===== src/rtl/fp_pkg.sv =====
// Shared floating-point definitions for the fpu execution units (fpaddsub, fpmul, fpdiv).
package fp_pkg;

  typedef enum logic [1:0] {FP_ZERO, FP_NORM, FP_INF, FP_NAN} fp_class_e;

  typedef logic [2:0] fpdiv_state_e;
  localparam fpdiv_state_e ST_IDLE   = 3'd0;
  localparam fpdiv_state_e ST_UNPACK = 3'd1;
  localparam fpdiv_state_e ST_ITER   = 3'd2;
  localparam fpdiv_state_e ST_ROUND  = 3'd3;
  localparam fpdiv_state_e ST_DONE   = 3'd4;

  function automatic int unsigned fp_bias(input int unsigned exp_bit);
    return (32'd1 << (exp_bit - 1)) - 32'd1;
  endfunction

  function automatic logic [63:0] fp_qnan(input int unsigned exp_bit, input int unsigned man_bit);
    return (((64'd1 << exp_bit) - 64'd1) << man_bit) | (64'd1 << (man_bit - 1));
  endfunction

  function automatic logic [63:0] fp_exp_field(input logic [63:0] w, input int unsigned exp_bit,
                                               input int unsigned man_bit);
    return (w >> man_bit) & ((64'd1 << exp_bit) - 64'd1);
  endfunction

  function automatic logic [63:0] fp_man_field(input logic [63:0] w, input int unsigned man_bit);
    return w & ((64'd1 << man_bit) - 64'd1);
  endfunction

  // Exponent field of zero is treated as zero regardless of mantissa (flush-to-zero).
  function automatic fp_class_e fp_classify(input logic exp_zero, input logic exp_ones,
                                            input logic man_zero);
    if (exp_zero)      return FP_ZERO;
    else if (!exp_ones) return FP_NORM;
    else if (man_zero) return FP_INF;
    else               return FP_NAN;
  endfunction

endpackage


===== src/rtl/fp_round_rne.sv =====
// Round-to-nearest-even on a normalised fraction, with exponent carry and range detection.
module fp_round_rne #(
  parameter int EXP_BIT = 8,
  parameter int MAN_BIT = 23
) (
  input  logic                      [MAN_BIT-1:0] mant,
  input  logic                                    guard,
  input  logic                                    sticky,
  input  logic signed               [EXP_BIT+1:0] exp,
  output logic                      [MAN_BIT-1:0] mant_out,
  output logic                      [EXP_BIT-1:0] exp_out,
  output logic                                    inexact,
  output logic                                    ovf,
  output logic                                    unf
);

  localparam logic signed [EXP_BIT+1:0] EXP_MAX = {2'b00, {EXP_BIT{1'b1}}};

  logic               round_up;
  logic [MAN_BIT:0]   sum;
  logic signed [EXP_BIT+1:0] exp_adj;

  always_comb begin
    round_up = guard & (sticky | mant[0]);
    sum      = {1'b0, mant} + {{MAN_BIT{1'b0}}, round_up};
    // A carry out of the fraction leaves it all-zero, so only the exponent moves.
    exp_adj  = exp + {{(EXP_BIT+1){1'b0}}, sum[MAN_BIT]};
    mant_out = sum[MAN_BIT-1:0];
    exp_out  = exp_adj[EXP_BIT-1:0];
    inexact  = guard | sticky;
    ovf      = exp_adj >= EXP_MAX;
    unf      = exp_adj <= 0;
  end

endmodule


===== src/rtl/fpdiv.sv =====
// Iterative radix-2 restoring floating-point divider with RNE rounding; start/ready responder.
module fpdiv
  import fp_pkg::*;
#(
  parameter  int LOG_BIT = 5,
  parameter  int EXP_BIT = 8,
  localparam int N_BIT   = 1 << LOG_BIT
) (
  input  logic             clk,
  input  logic             rst_n,
  input  logic [N_BIT-1:0] a,
  input  logic [N_BIT-1:0] b,
  input  logic             start,
  output logic [N_BIT-1:0] out,
  output logic             ready,
  output logic [4:0]       flags
);

  localparam int MAN_BIT = N_BIT - EXP_BIT - 1;
  localparam int Q       = MAN_BIT + 3;
  localparam int CNT_W   = $clog2(Q + 1);
  localparam int EW      = EXP_BIT + 2;
  localparam logic signed [EW-1:0]  BIAS_S = EW'(fp_bias(EXP_BIT));
  localparam logic [N_BIT-1:0]      QNAN   = N_BIT'(fp_qnan(EXP_BIT, MAN_BIT));

  fpdiv_state_e           state;
  logic [N_BIT-1:0]       a_r, b_r;
  logic [MAN_BIT+1:0]     rem;
  logic [MAN_BIT:0]       div;
  logic [Q-1:0]           q;
  logic signed [EW-1:0]   exp_q;
  logic [CNT_W-1:0]       cnt;

  logic [EXP_BIT-1:0]     ea, eb;
  logic [MAN_BIT-1:0]     ma, mb;
  fp_class_e              ca, cb;
  logic                   sign;
  logic                   spec_hit;
  logic [N_BIT-1:0]       spec_out;
  logic [4:0]             spec_flags;
  logic [N_BIT-1:0]       inf_word, zero_word;

  always_comb begin
    ea        = EXP_BIT'(fp_exp_field(64'(a_r), EXP_BIT, MAN_BIT));
    eb        = EXP_BIT'(fp_exp_field(64'(b_r), EXP_BIT, MAN_BIT));
    ma        = MAN_BIT'(fp_man_field(64'(a_r), MAN_BIT));
    mb        = MAN_BIT'(fp_man_field(64'(b_r), MAN_BIT));
    ca        = fp_classify(ea == '0, &ea, ma == '0);
    cb        = fp_classify(eb == '0, &eb, mb == '0);
    sign      = a_r[N_BIT-1] ^ b_r[N_BIT-1];
    inf_word  = {sign, {EXP_BIT{1'b1}}, {MAN_BIT{1'b0}}};
    zero_word = {sign, {(N_BIT-1){1'b0}}};
  end

  // Priority matters: inf/0 must yield inf without div_by_zero, so a=inf is tested before b=0.
  always_comb begin
    spec_hit   = 1'b1;
    spec_out   = zero_word;
    spec_flags = '0;
    if (ca == FP_NAN || cb == FP_NAN || (ca == FP_INF && cb == FP_INF) ||
        (ca == FP_ZERO && cb == FP_ZERO)) begin
      spec_out   = QNAN;
      spec_flags = 5'b10000;
    end else if (ca == FP_INF) begin
      spec_out = inf_word;
    end else if (cb == FP_ZERO) begin
      spec_out   = inf_word;
      spec_flags = 5'b01000;
    end else if (ca == FP_ZERO || cb == FP_INF) begin
      spec_out = zero_word;
    end else begin
      spec_hit = 1'b0;
    end
  end

  logic                   ge;
  logic [MAN_BIT+1:0]     diff;

  always_comb begin
    ge   = rem >= {1'b0, div};
    diff = rem - {1'b0, div};
  end

  // Quotient lies in (0.5, 2): pick the fraction window by its integer bit.
  logic                   norm;
  logic [MAN_BIT-1:0]     frac_sel, mant_rnd;
  logic                   guard, sticky, inexact, ovf, unf;
  logic signed [EW-1:0]   exp_pre;
  logic [EXP_BIT-1:0]     exp_rnd;
  logic [N_BIT-1:0]       norm_out;
  logic [4:0]             norm_flags;

  always_comb begin
    norm     = q[Q-1];
    frac_sel = norm ? q[Q-2:2] : q[Q-3:1];
    guard    = norm ? q[1] : q[0];
    sticky   = norm ? (q[0] | (|rem)) : (|rem);
    exp_pre  = norm ? exp_q : exp_q - EW'(1);
  end

  fp_round_rne #(.EXP_BIT(EXP_BIT), .MAN_BIT(MAN_BIT)) u_round (
    .mant     (frac_sel),
    .guard    (guard),
    .sticky   (sticky),
    .exp      (exp_pre),
    .mant_out (mant_rnd),
    .exp_out  (exp_rnd),
    .inexact  (inexact),
    .ovf      (ovf),
    .unf      (unf)
  );

  always_comb begin
    if (ovf) begin
      norm_out   = inf_word;
      norm_flags = 5'b00101;
    end else if (unf) begin
      norm_out   = zero_word;
      norm_flags = 5'b00011;
    end else begin
      norm_out   = {sign, exp_rnd, mant_rnd};
      norm_flags = {4'b0000, inexact};
    end
  end

  always_ff @(posedge clk or negedge rst_n) begin
    if (!rst_n) begin
      state <= ST_IDLE;
      ready <= 1'b1;
      out   <= '0;
      flags <= '0;
      a_r   <= '0;
      b_r   <= '0;
      rem   <= '0;
      div   <= '0;
      q     <= '0;
      exp_q <= '0;
      cnt   <= '0;
    end else if (start) begin
      a_r   <= a;
      b_r   <= b;
      ready <= 1'b0;
      state <= ST_UNPACK;
    end else begin
      case (state)
        ST_UNPACK: begin
          if (spec_hit) begin
            out   <= spec_out;
            flags <= spec_flags;
            ready <= 1'b1;
            state <= ST_DONE;
          end else begin
            rem   <= {2'b01, ma};
            div   <= {1'b1, mb};
            exp_q <= $signed({2'b00, ea}) - $signed({2'b00, eb}) + BIAS_S;
            q     <= '0;
            cnt   <= '0;
            state <= ST_ITER;
          end
        end
        ST_ITER: begin
          rem <= ge ? {diff[MAN_BIT:0], 1'b0} : {rem[MAN_BIT:0], 1'b0};
          q   <= {q[Q-2:0], ge};
          cnt <= cnt + CNT_W'(1);
          if (cnt == CNT_W'(Q - 1)) state <= ST_ROUND;
        end
        ST_ROUND: begin
          out   <= norm_out;
          flags <= norm_flags;
          ready <= 1'b1;
          state <= ST_DONE;
        end
        default: ;
      endcase
    end
  end

endmodule


===== config.mk =====
export PLATFORM = sky130hd
export DESIGN_NAME = fpdiv
export DESIGN_NICKNAME = d
export VERILOG_FILES = /design/src/rtl/fp_pkg.sv /design/src/rtl/fp_round_rne.sv /design/src/rtl/fpdiv.sv
export SDC_FILE = /design/constraint.sdc
export NUM_CORES = 1
export LEC_CHECK = 0
export CAP_MARGIN = 40
export CORE_MARGIN = 5
export CORE_UTILIZATION = 45
export DETAILED_ROUTE_END_ITERATION = 7
export PLACE_DENSITY_LB_ADDON = 0.3
export SYNTH_ARGS = -nofsm -noshare
export SYNTH_HDL_FRONTEND = slang
export SYNTH_SLANG_ARGS = --single-unit

===== constraint.sdc =====
create_clock -name clk -period 7.1 [get_ports clk]
set_input_delay 0.71 -clock clk [delete_from_list [all_inputs] [get_ports clk]]
set_output_delay 0.71 -clock clk [all_outputs]
set_load 0.05 [all_outputs]

==> results.py <==
metrics = {
    "outcome": {
        "status": "completed",
    },
    "placed_design": {
        "dpl.cell_count": 1506,
        "place_hpwl_um": 18700,
        "gp_congestion": 0.877,
        "port_buffers": 104,
    },
    "critical_path": {
        "path_cells": "buf_4 > and2_1 > o21ai_0 > nor4_1 > nand4b_1 > nor4b_1 > and3_1 > ha_1 > ha_1 > nand2b_1 > mux2_2 > a2111oi_4 > xnor2_1 > or3_1 > or4_1 > and3_1 > a221o_1",
        "cp_slowest_cell": "nor4_1",
        "timing.rr.start": "q[25]",
        "worstPathRequired_ns": 7.42,
        "crit_path_max_fanout": 43,
        "critical_path_buf_inv_count": 1,
        "worstPathArrival_ns": 6.56,
        "reg2reg_slack_ns": 0.86,
        "crit_path_end_kind": "register",
        "critPathMaxStageDelay_ns": 0.79,
        "cp-start-kind": "register",
        "rr_endpoint": "out[22]",
        "rr_worst_depth": 17,
        "crit_type": "reg2reg",
        "cp_top_family": "simple AND/OR/NAND/NOR gates",
    },
    "global_route": {
        "grt_pass1_wl_um": 42300,
        "grt_max_degree": 100,
        "grt_remaining_overflow": 0,
        "grt_pass1_vias": 8131,
        "grt_use_total": 0.185,
        "grt_antenna_before_repair": 0,
    },
    "timing": {
        "hold_viol": 0,
        "relSlewSlack": 0.401,
        "clock_skew_ns": 0.0126,
        "setup_tns_ns": 0,
        "tightest_slew_ns": 0.898,
        "min_period_over_period": 0.879,
        "rsz0062_at_grt": "no",
        "setup_viol": 0,
        "fin_crit_ns": 6.24,
        "report.final.slew_viol_count": 0,
        "clock.fmax_mhz": 160,
    },
    "synthesis": {
        "synth_edf_count": 0,
        "syn_nets": 1239,
        "synth_seq_cells": 195,
        "yosysTopAreaCellShare": 0.441,
        "synthTopCellsByCount": "dfrtp_1, nand2_1, o21ai_0, mux2_2, clkbuf_1",
        "syn_avg_cell_area_sq_um": 9.73,
        "yosysTopAreaCell": "dfrtp_1",
        "yosysMostFrequentCell": "dfrtp_1",
        "syn_area_sq_um": 11000,
        "ys.flop_type": "dfrtp_1",
        "synth.area.top_cells": "dfrtp_1, mux2_2, o21ai_0",
        "synth_cells": 1131,
        "synth-seq-area-share": 0.444,
        "synth_cell_types": 65,
        "synthArstFlopShare": 1.00,
        "ys_warn_count": 0,
    },
    "die": {
        "start_util": 0.455,
        "coreArea_sq_um": 24200,
        "num_io_pins": 105,
        "die_height_um": 166,
        "dieArea_sq_um": 27700,
        "rows": 57,
        "die_x_um": 166,
    },
    "cells_and_area": {
        "area_growth_syn_to_layout_pct": 17.4,
        "fillers": 2128,
        "final_core_util": 0.534,
        "nNetsFinal": 1309,
        "final_cells": 1538,
        "n_antenna_cell": 0,
        "drive_gt1_frac": 0.106,
        "multi_input_area_sq_um": 5710,
        "register_area_sq_um": 4880,
    },
    "flow_run": {
        "drv_cap": 0,
    },
    "clocking": {
        "clkSlewWorstSetupHoldPaths_ns": 0.08,
        "h-tree-depth": 4,
        "cts-root-buf": "clkbuf_16",
        "cts_resized": 0,
        "tritoncts": "done",
        "clock_tree.buffer_depth": 2,
        "cts_hold_buf": 0,
        "postCtsSetupBuffers": 0,
        "numCtsBuffers": 17,
        "clkLatencyLatePin_ns": 0.44,
        "clock_sinks": 195,
    },
    "route": {
        "remaining_drc_errors": 0,
        "avgViaCountPerCell": 5.51,
        "wl_per_cell_um": 16.7,
        "vias": 8474,
        "dr.first_iter.drc_count": 495,
        "ant_nets": 0,
        "drt_wl_total_um": 25800,
        "firstDrtPassIters": 4,
    },
    "pwr": {
        "leakage_nw": 5.31,
        "powerDensity_nw_per_um2": 357,
        "vdd_drop_max_mv": 0.188,
    },
    "min_path": {
        "min_path_type": "in2async",
    },
}
## cell type report
| class | instances | area share |
|---|---|---|
| multi-input combinational | 827 | 0.442 |
| sequential | 195 | 0.378 |
| timing repair buffer | 114 | 0.0912 |
| clock buffer | 17 | 0.0329 |
| tap | 324 | 0.0314 |
| inverter | 46 | 0.0134 |
| clock inverter | 15 | 0.0114 |
## worst max-delay path by stage
stage          start       to  slack, ns  depth (start not counted)
3_5_place_dp   q[25]  out[22]       0.96                         17
6_report       q[25]  out[22]       0.86                         17
5_1_grt        q[25]  out[22]       0.27                         17
4_1_cts        q[25]  out[22]       0.89                         17
2_1_floorplan  q[25]  out[19]       1.92                         20
3_3_place_gp   q[25]  out[22]       1.08                         17
## metal layers
layer  track usage  wire length [um]  vias to the layer above
li1              -                 -                     4238
met1         0.259             12400                     4052
met2         0.298             11900                      165
met3        0.0338              1050                       19
met4        0.0462               383                        0
met5             0                 0                        -
## where the power goes
part / switching, mW / internal, mW / total (mW)
Sequential: 0.217 / 1.33 / 1.54
Combinational: 1.19 / 0.924 / 2.11
Clock: 0.454 / 0.494 / 0.948
## registers in the layout, summed over array words and instances (netlist names), 3 cells and up
name and count:
flags 5, exp_q 10, rem 25, a_r 32
cnt 5, state 3, out 32, div 24
b_r 32, q 26
## kinds of logic after synthesis
family,Yosys count,synth area share
compound gates,285,0.169
xor+xnor,68,0.0541
fa+ha+maj,41,0.0480
buf+inv,109,0.0400
flops,195,0.444
mux,92,0.0906
simple gates,341,0.155
## worst reg2reg max path, delay by kind of cell, from the launching register on
kind / cells / cell delay [ns]
simple gates: 9 / 3.41
compound gates: 3 / 0.86
flops: 1 / 0.53
buf+inv: 1 / 0.45
fa+ha+maj: 2 / 0.41
mux: 1 / 0.32
xor+xnor: 1 / 0.13
## per-stage QoR
step	hold slack, ns	cell area (sq um)	power (mW)	setup slack [ns]
2_1_floorplan	0.414	11000	3.12	1.92
3_3_place_gp	0.437	12300	3.62	1.08
3_5_place_dp	0.450	12300	3.66	0.963
4_1_cts	0.159	12900	4.62	0.890
5_1_grt	0.168	12900	4.92	0.271
6_report	0.158	12900	4.61	0.860
## layout by cell type (no fill, tap or decap), types with 23 or more instances in the layout
cell type and instances:
dfrtp_1 193, nand2_1 135, o21ai_0 121, clkdlybuf4s50_1 102, mux2_2 61, inv_1 45
xnor2_1 45, nor2_1 39, ha_1 39, a21oi_1 35, mux2i_1 31, nand3_1 30
nor4_1 23, xor2_1 23
No activity file was read; power rests on OpenSTA's default activity.
==> variant 1: new RTL, same settings <==
Register the output `flags` once more, with the module's reset; this adds one clock of latency there. The other outputs are not delayed to match.
--- a/src/rtl/fpdiv.sv
+++ b/src/rtl/fpdiv.sv
@@ -22,6 +22,8 @@
   localparam int EW      = EXP_BIT + 2;
   localparam logic signed [EW-1:0]  BIAS_S = EW'(fp_bias(EXP_BIT));
   localparam logic [N_BIT-1:0]      QNAN   = N_BIT'(fp_qnan(EXP_BIT, MAN_BIT));
+
+  logic [4:0] flags_s0;
 
   fpdiv_state_e           state;
   logic [N_BIT-1:0]       a_r, b_r;
@@ -128,7 +130,7 @@
       state <= ST_IDLE;
       ready <= 1'b1;
       out   <= '0;
-      flags <= '0;
+      flags_s0 <= '0;
       a_r   <= '0;
       b_r   <= '0;
       rem   <= '0;
@@ -146,7 +148,7 @@
         ST_UNPACK: begin
           if (spec_hit) begin
             out   <= spec_out;
-            flags <= spec_flags;
+            flags_s0 <= spec_flags;
             ready <= 1'b1;
             state <= ST_DONE;
           end else begin
@@ -166,7 +168,7 @@
         end
         ST_ROUND: begin
           out   <= norm_out;
-          flags <= norm_flags;
+          flags_s0 <= norm_flags;
           ready <= 1'b1;
           state <= ST_DONE;
         end
@@ -175,5 +177,13 @@
     end
   end
 
+  always_ff @(posedge clk or negedge rst_n) begin
+    if (!rst_n) begin
+      flags <= '0;
+    end else begin
+      flags <= flags_s0;
+    end
+  end
+
 endmodule
 
Check against the original RTL: not equivalent (a bounded check fails within 4 cycles, from zero or initial values and one cycle with rst_n low).
==> variant 1 against the unedited design <==
- sequential cell count is 5 higher
- power is 12% higher
- worst setup slack better by 0.94 ns
- area after synthesis is 5.5% higher
- routed wire length is 4.0% higher
- critical path depth is 1 lower
- design area is 4.2% higher
- critical endpoint unchanged
- largest cell class unchanged
==> variant 1: results (changes against the unedited design) <==
[clock_network]
cts_setup_buffers=0  ; unchanged
path_clk_slew_ns=0.07
cts_root_buf=clkbuf_16
h-tree-depth=4  ; unchanged

[detailed_routing]
vias_per_cell=5.61  ; +1.8%
drt_iter0_markers=628  ; +27%
drt_first_pass_iters=5  ; +1
drc_errors=0  ; unchanged
wl_per_cell_um=16.7  ; about the same

[global_route]
grt_max_degree=103  ; +3.0%
grt_pass1_wl_mm=44.1  ; +4.1%
grt_pass1_vias=8459  ; +4.0%
grt_antenna_before_repair=0  ; unchanged
gr-usage-all-layers_pct=18.5  ; +0.076 points

[pwr]
ir_worst_vdd_uv=248  ; +31%
p_switching_mw=2.15  ; +16%
p_leak_nw=5.49  ; +3.4%
clockPowerShare_pct=19.0  ; -1.6 points
comb_power_share_pct=49.1  ; +3.2 points

[yosys]
synthTopCellsByCount=dfrtp_1 (199), nand2_1 (150), o21ai_0 (103)
synthAdderAreaFrac_pct=4.55  ; -0.25 points
synthMuxAreaShare_pct=9.48  ; +0.42 points
syn_nets=1309  ; +5.6%
synth_compound_area_share_pct=16.1  ; -0.86 points
yosys-top-cells-area=dfrtp_1 (43%), mux2_2 (6.2%), nand2_1 (4.9%)
yosysUniqueCellTypes=74  ; +14%
yosysSeqAreaShare_pct=43.1  ; -1.2 points
synth_xor_xnor_area_share_pct=6.59  ; +1.2 points

[place]
place_hpwl_mm=19.6  ; +4.4%
dp_slack_ns=1.79  ; +0.832 ns
place.gp.congestion=0.902  ; +2.9%
placed_cell_area_um2=12900  ; +4.2%

[run_status]
status=finished, final reports clean

[finish]
num-fill-cells=2275  ; +6.9%
top_regs=a_r (32), b_r (32), out (32)
nNetsFinal=1366  ; +4.4%
num_antenna_cells=0  ; unchanged
drive_gt1_share_pct=10.5  ; -0.15 points

[worst_setup_path]
crit_fanout=44  ; +2.3%
cp_slowest_stage_delay_ns=0.71  ; -0.08 ns
slowest_stage=and2_1
cp.arrival_ns=5.67  ; -0.89 ns

[sta]
final.setup_skew_ns=0.0136  ; +0.00102 ns
worstMarginPinSlew_ns=0.813  ; -0.0855 ns

variant 1: stage by stage:
stage / util [%] / power (mW) / hold slack (ns) / instances
detailed placement: 50.8 / 4.18 / 0.374 / 1569
finish: 53.2 / 5.18 / 0.338 / 1600
global placement: 50.6 / 4.14 / 0.363 / 1566
CTS: 53.2 / 5.19 / 0.382 / 1600
global route: 53.2 / 5.55 / 0.397 / 1600
floorplan: - / 3.59 / 0.354 / 1201
variant 1: path summary, 6_finish.rpt:
path	startpoint	to	slack, ns	cells past startpoint
max in group asynchronous	rst_n	rem[6]	5.54	2
min in group clk	flags_s0[1]	flags[1]	0.39	0
max reg2reg	q[25]	out[22]	1.80	16
min reg2reg	flags_s0[1]	flags[1]	0.39	0
min	rst_n	a_r[31]	0.34	1
max	q[25]	out[22]	1.80	16
variant 1: kinds of logic after synthesis:
family | Yosys count
simple gates | 363
compound gates | 286
flops | 200
buf+inv | 125
mux | 102
xor+xnor | 84
fa+ha+maj | 41
variant 1: cell type report:
class	instances	area (um2)	area share, %
tap	330	413	3.07
clock buffer	17	425	3.16
multi-input combinational	876	6100	45.3
timing repair buffer	116	1170	8.69
sequential	200	5010	37.2
clock inverter	14	168	1.25
inverter	47	176	1.31
variant 1: routing by layer:
| metal | vias to the layer above | track usage, % | part of all wire, % |
|---|---|---|---|
| met2 | 190 | 31.1 | 49 |
| li1 | 4413 | - | - |
| met1 | 4353 | 25.7 | 46 |
| met3 | 20 | 2.98 | 3.9 |
| met4 | 0 | 3.51 | 0.96 |
| met5 | - | 0 | 0 |
variant 1: worst max-delay path: cells and delay by family (launching register included):
kind / cells / cell delay [ns]
fa+ha+maj: 2 / 0.40
mux: 1 / 0.14
xor+xnor: 1 / 0.42
simple gates: 7 / 1.90
compound gates: 4 / 1.22
buf+inv: 1 / 0.52
flops: 1 / 0.61
==> variant 2: new RTL, same flow settings <==
Without the edit above. `EXP_BIT` is set to 8 in 2 places; all go to 4.
--- a/src/rtl/fp_round_rne.sv
+++ b/src/rtl/fp_round_rne.sv
@@ -1,6 +1,6 @@
 // Round-to-nearest-even on a normalised fraction, with exponent carry and range detection.
 module fp_round_rne #(
-  parameter int EXP_BIT = 8,
+  parameter int EXP_BIT = 4,
   parameter int MAN_BIT = 23
 ) (
   input  logic                      [MAN_BIT-1:0] mant,
--- a/src/rtl/fpdiv.sv
+++ b/src/rtl/fpdiv.sv
@@ -3,7 +3,7 @@
   import fp_pkg::*;
 #(
   parameter  int LOG_BIT = 5,
-  parameter  int EXP_BIT = 8,
+  parameter  int EXP_BIT = 4,
   localparam int N_BIT   = 1 << LOG_BIT
 ) (
   input  logic             clk,
Behaviour: not the same (Yosys sat finds a counterexample within 4 cycles, from zero or initial values and one cycle with rst_n low).
==> variant 2 against the unedited design <==
- power is 18% higher
- design area is 6.6% higher
- critical endpoint is now out[26]
- non-clock buffer count is 5 higher
- worst setup slack better by 1.5 ns
- sequential cell count is 8 higher
- critical path depth is 2 lower
- die area is 5.6% higher
- largest cell class unchanged
- clock power is 28% higher
- area after synthesis is 6.0% higher
- highest routed layer unchanged
- routed wire length is 11% higher
==> variant 2: results (changes against the unedited design) <==
[run_status]
status=finished, final reports clean

[clock_network]
numCtsBuffers=23  ; +6
cts_buffer_depth=3  ; +1
h-tree-depth=1  ; -3
path_clk_slew_ns=0.06  ; -0.02 ns
clock_latency_ns=0.52  ; +0.08 ns

[place]
place_inst=1611  ; +7.0%
place.gp.congestion=0.894  ; +1.9%

[yosys]
synth_xor_xnor_area_share_pct=5.89  ; +0.48 points
synthTopCellsByCount=dfrtp_1 (202), nand2_1 (153), o21ai_0 (92)
synthMuxAreaShare_pct=7.72  ; -1.3 points
syn_nets=1337  ; +7.9%
syn_inst=1229  ; +8.7%
synthAdderAreaFrac_pct=4.53  ; -0.27 points
synth_compound_area_share_pct=17.6  ; +0.73 points

[finish]
num-fill-cells=2341  ; +10%
multiInputGateArea_um2=6090  ; +6.7%
seq_share_pct=36.9  ; -0.87 points
inv_count=51  ; +11%
drive_gt1_share_pct=10.4  ; -0.22 points
area_share_nonclk_buffers_pct=8.79  ; -0.33 points
signal_buffers=119  ; +4.4%
multiInputCombCellCount=903  ; +9.2%

[worst_setup_path]
cp.arrival_ns=5.20  ; -1.36 ns
cp_slowest_stage_delay_ns=0.68  ; -0.11 ns
crit_fanout=32  ; -26%
slowest_stage=dfrtp_2
reg2reg_to=out[26]

[sta]
worstMarginPinSlew_ns=0.824  ; -0.0742 ns
timing.final.crit_period_ns=4.74  ; -1.50 ns

[detailed_routing]
wl_per_cell_um=17.3  ; +3.2%
wl_mm=28.6  ; +11%
vias_per_cell=5.64  ; +2.4%

[pwr]
clockPowerShare_pct=22.4  ; +1.8 points
switching_share_pct=41.9  ; +1.6 points
p_leak_nw=5.82  ; +9.7%

[global_route]
grt_pass1_wl_mm=47.3  ; +12%
grt_pass1_vias=9058  ; +11%

-- variant 2: kinds of logic (layout without fill, tap and decap cells) --
| group | Yosys count | in the layout |
|---|---|---|
| DFF | 203 | 203 |
| buffers and inverters | 123 | 211 |
| xor gates and xnor gates | 75 | 75 |
| muxes | 82 | 82 |
| and+or+nand+nor | 392 | 392 |
| AOI/OAI and AO/OA | 313 | 313 |
| adders and majority gates | 41 | 41 |
-- variant 2: per-stage QoR --
stage | hold slack [ns] | area [um2] | power (mW)
after floorplan | 0.414 | 11700 | 3.51
after global placement | 0.437 | 12900 | 4.11
after detailed placement | 0.439 | 13000 | 4.18
after CTS | 0.176 | 13800 | 5.42
after global routing | 0.209 | 13800 | 5.80
final | 0.178 | 13800 | 5.42
-- variant 2: per-layer routing --
metal  vias up  part of all wire (%)  GRT usage (%)
met5         -                     0              0
met4         0                   2.1           4.31
met3        36                   5.3           2.63
met2       250                    47           31.2
met1      4452                    46           28.3
li1       4580                     -              -
